### src/rtl/rvp_pkg.sv
// rvp_pkg: shared constants and state encoding for ready_valid_skid_proxy
package rvp_pkg;
    localparam int RVP_DATA_W = 28;
    localparam int RVP_CNT_W  = 32;

    typedef logic [1:0] rvp_state_t;

    localparam rvp_state_t EMPTY = 2'd0;
    localparam rvp_state_t BUSY  = 2'd1;
    localparam rvp_state_t FULL  = 2'd2;
endpackage

### src/rtl/rvp_xfer_counter.sv
// rvp_xfer_counter: saturating transfer counter, built only with RVP_XFER_COUNT_EN
module rvp_xfer_counter
    import rvp_pkg::*;
#(
    parameter int W = RVP_CNT_W
) (
    input  logic         clk,
    input  logic         rst_n,
    input  logic         en,
    output logic [W-1:0] cnt
);
    always_ff @(posedge clk or negedge rst_n)
        if (!rst_n) cnt <= '0;
        else cnt <= (en && !(&cnt)) ? cnt + 1'b1 : cnt;
endmodule

### src/rtl/ready_valid_skid_proxy.sv
// ready_valid_skid_proxy: two-entry skid buffer, all outputs decoded from flops.
// Optional RVP_XFER_COUNT_EN adds xfer_cnt and stall_flag outputs.
module ready_valid_skid_proxy
    import rvp_pkg::*;
#(
    parameter int DATA_W = RVP_DATA_W
) (
    input  logic              clk,
    input  logic              rst_n,
    input  logic [DATA_W-1:0] up_data,
    input  logic              up_valid,
    output logic              up_ready,
    output logic [DATA_W-1:0] down_data,
    output logic              down_valid,
    input  logic              down_ready
`ifdef RVP_XFER_COUNT_EN
    ,
    output logic [RVP_CNT_W-1:0] xfer_cnt,
    output logic                 stall_flag
`endif
);
    rvp_state_t        state, state_d;
    logic [DATA_W-1:0] main_q, skid_q;
    logic              up_fire, dn_fire;

    assign up_ready   = state != FULL;
    assign down_valid = state != EMPTY;
    assign down_data  = main_q;
    assign up_fire    = up_valid & up_ready;
    assign dn_fire    = down_valid & down_ready;

    always_comb begin
        state_d = state;
        state_d = (state == EMPTY) ? (up_fire ? BUSY : EMPTY) :
                  (state == BUSY)  ? ((up_fire & !dn_fire) ? FULL :
                                      (!up_fire & dn_fire) ? EMPTY : BUSY) :
                                     (dn_fire ? BUSY : FULL);
    end

    always_ff @(posedge clk or negedge rst_n)
        if (!rst_n) begin
            state  <= EMPTY;
            main_q <= '0;
            skid_q <= '0;
        end else begin
            state  <= state_d;
            main_q <= (state == FULL) ? (dn_fire ? skid_q : main_q) :
                      (up_fire & (state == EMPTY | dn_fire)) ? up_data : main_q;
            skid_q <= (state == BUSY & up_fire & !dn_fire) ? up_data : skid_q;
        end

`ifdef RVP_XFER_COUNT_EN
    assign stall_flag = state == FULL;

    rvp_xfer_counter #(.W(RVP_CNT_W)) u_cnt (
        .clk  (clk),
        .rst_n(rst_n),
        .en   (dn_fire),
        .cnt  (xfer_cnt)
    );
`endif
endmodule

### config.mk
export PLATFORM = sky130hd
export DESIGN_NAME = ready_valid_skid_proxy
export DESIGN_NICKNAME = d
export VERILOG_FILES = /design/src/rtl/rvp_pkg.sv /design/src/rtl/rvp_xfer_counter.sv /design/src/rtl/ready_valid_skid_proxy.sv
export SDC_FILE = /design/constraint.sdc
export NUM_CORES = 1
export LEC_CHECK = 0
export ABC_AREA = 1
export BUFFER_PORTS_ARGS = -buffer_cell sky130_fd_sc_hd__buf_2
export CELL_PAD_IN_SITES_DETAIL_PLACEMENT = 0
export CELL_PAD_IN_SITES_GLOBAL_PLACEMENT = 1
export CORE_MARGIN = 8
export CORE_UTILIZATION = 41
export DETAILED_ROUTE_END_ITERATION = 10
export PLACE_DENSITY = 0.76
export SYNTH_ARGS = -nofsm -noshare
export SYNTH_HDL_FRONTEND = slang
export SYNTH_SLANG_ARGS = --single-unit
### constraint.sdc
create_clock -name clk -period 2.1 [get_ports clk]
set_clock_uncertainty 0.2 [all_clocks]
set_input_delay 0 -clock clk [delete_from_list [all_inputs] [get_ports clk]]
set_output_delay 0 -clock clk [all_outputs]
set_load 0.005 [all_outputs]
==> out/qor.yml <==
status: "completed"
synth_mux_area_frac: 0
slew_viol_final: 0
worstPathArrival_ns: 1.78
timing.critical_path.from_type: "flip-flop"
post_synth_instance_area_um2: 3060
instances_no_fill: 550
dp_hpwl_um: 4880
ctsLongestPathBuffers: 2
synthSimpleGateAreaFrac: 0.329
critical_path.reg2reg.endpoint: "down_data[10]$_DFFE_PN0P_"
postSynthRegisterBits: 58
die_boundary_height_um: 102
grtUsageTotal: 0.154
start_util: 0.422
core.rowCount: 31
power.density_nw_per_um2: 1300
max-slew-margin-rel: 0.429
tightest_slew_ns: 0.853
synth_top_family_by_area: "simple AND/OR/NAND/NOR gates"
clock_tree_from_tritoncts: "yes"
worst_setup_path_end_kind: "flip-flop"
detail_route.iter0.violations: 120
synth_sequential_area_ratio: 0.474
post_route_cells_drive_above_1_share: 0.299
layout_worst_path_cycle_share: 0.839
totalWireLength_um: 7390
detailedRoute.firstPassIterationCount: 4
met3RoutedLength_um: 389
worstSkewPairLatency_ns: 0.33
synthesis.yosys.warnings: 0
cts-root-buf: "clkbuf_8"
initial_antenna_violation_count: 0
grt_max_degree: 39
rr_startpoint: "state[0]$_DFF_PN0_"
timing_worst_setup_path_type: "reg2reg"
viasPerCell: 4.55
p_leak_nw: 2.15
post-layout-total-power_mw: 5.01
wire_per_inst_um: 13.4
antennaDiodeCount: 0
die_x_um: 102
reg2reg_depth: 6
grt_first_pass_wirelength_um: 12400
final-setup-viol-count: 0
max_freq_mhz: 568
path_clk_slew_ns: 0.07
global_route.overflow_total: 0
crit_path_frequent_cell: "nand2_4"
fin_tns_setup_ns: 0
post-place-cells: 502
design.portCount: 62
coreArea_um2: 7250
routabilityCongestion: 0.845
finalCriticalPeriod_ns: 1.76
top_signal_layer_used: "met4"
rsz0062_at_grt: "false"
detailed_place.area_um2: 3360
synthAdderAreaFrac: 0.00409
met2_wirelength_um: 3460
synthesis.nets: 388
die_area_um2: 10500
report.final.hold_viol_count: 0
critical_path_required_ns: 2.12
fin_area_um2: 3870
critical_path_peak_fanout: 28
postSynthAreaPerCell_um2: 8.62
drt-met1-wl_um: 3450
numCtsBuffers: 9
cpPeakStageDelay_ns: 0.41
drtAntennaViolNets: 0
via_count_of_the_first_global_routing_pass: 2566
cell_by_cell_trace_of_the_critical_path: "inv_4 -> nand2_4 -> nand2_4 -> nand2_4 -> nand2_1 -> nand2_1"
r2r_slack_ns: 0.34
max-vdd-ir-drop_uv: 538
nNetsFinal: 479
crit_path_top_delay_cell: "dfrtp_1"
route.detailed.drc: 0
netlist_instances: 355
yosys.area_share.xor_xnor: 0
cts_max_level: 3
cell_variety_after_synth: 19
synth-compound-area-share: 0.0744
layout-area-overhead-vs-synth_pct: 26.3
cap_viol_max_count: 0
worstHoldPathType: "in2async"
place.port_buffers: 61
via_count: 2502
cts.sinks: 58
what timing repair did:
item,CTS,global route
gates resized for setup,0,0
setup endpoints to repair,0,0
endpoints found under the hold margin,116,0
hold buffers,32,0
buffers inserted,0,0
routing by layer:
metal,GRT usage,vias to the layer above
li1,-,1293
met1,0.197,1156
met2,0.241,47
met3,0.0347,6
met4,0.0711,0
met5,0,-
sequential cells by signal, summed over array words and instances, names as in the netlist:
| name | flops |
|---|---|
| down_data | 28 |
| skid_q | 28 |
| state | 2 |
worst max-delay path by stage:
stage          slack (ns)               start                        end  depth (start not counted)
4_1_cts              0.30  state[0]$_DFF_PN0_  down_data[27]$_DFFE_PN0P_                          6
3_5_place_dp         0.31  state[0]$_DFF_PN0_  down_data[25]$_DFFE_PN0P_                          6
6_report             0.34  state[0]$_DFF_PN0_  down_data[10]$_DFFE_PN0P_                          6
2_1_floorplan        0.62  state[1]$_DFF_PN0_         state[0]$_DFF_PN0_                          6
3_3_place_gp         0.36  state[0]$_DFF_PN0_  down_data[22]$_DFFE_PN0P_                          6
5_1_grt              0.18  state[0]$_DFF_PN0_  down_data[16]$_DFFE_PN0P_                          6
cell usage after synthesis:
cell / n / area [um2]
o211ai_1: 1 / 7.51
nand2_4: 5 / 56.3
nand3_1: 36 / 180
nand2_1: 146 / 548
inv_4: 2 / 12.5
a21oi_1: 1 / 5.00
dfrtp_1: 58 / 1450
clkbuf_1: 1 / 3.75
ha_1: 1 / 12.5
o21ai_2: 20 / 175
buf_12: 2 / 40.0
buf_4: 4 / 30.0
buf_6: 12 / 135
buf_2: 5 / 25.0
inv_1: 31 / 116
o21ai_1: 2 / 10.0
o21ai_0: 6 / 30.0
nand3_2: 21 / 210
nor2_4: 1 / 11.3
area by class of cell:
class | count | area, um2
clock buffers | 14 | 173
clock inverters | 2 | 10.0
fillers | 695 | 3390
inverters | 33 | 129
multi-input cells | 240 | 1250
flip-flops and latches | 58 | 1450
well taps | 99 | 124
repair buffers | 104 | 733
metrics by stage:
step           setup WS (ns)  hold slack (ns)   util
6_report               0.338           0.0770  0.533
2_1_floorplan          0.624           -0.496      -
3_5_place_dp           0.312           -0.219  0.464
5_1_grt                0.181           0.0893  0.533
4_1_cts                0.302           0.0809  0.533
3_3_place_gp           0.364           -0.224  0.464
cell usage in the layout, fill, tap and decap left out, types with 2 or more instances in the layout:
master         instances
clkinv_2               2
nand2_4                5
dfrtp_1               58
buf_4                  9
inv_4                  2
nand3_2               21
buf_2                 61
clkbuf_1               2
dlygate4sd3_1         32
clkbuf_8              12
o21ai_0                6
inv_1                 31
o21ai_1                2
o21ai_2               20
nand2_1              146
buf_12                 2
nand3_1               36
cells by family (layout without fill, tap and decap cells):
family	count (synthesis)	in the layout
AND/OR/NAND/NOR	209	209
flip-flops	58	58
buffers and inverters	57	153
AO/OA/AOI/OAI	30	30
adder cells (fa/ha/maj)	1	1
power by group:
group | internal [mW] | switching [mW]
Sequential | 1.64 | 0.282
Clock | 0.522 | 0.428
Combinational | 0.851 | 1.28
worst max-delay path, delay by kind of cell (launching register included):
kind	cells	cell delay (ns)
buffers and inverters	1	0.16
flip-flops	1	0.41
AND/OR/NAND/NOR	5	0.87
(Power assumes the default switching activity.)
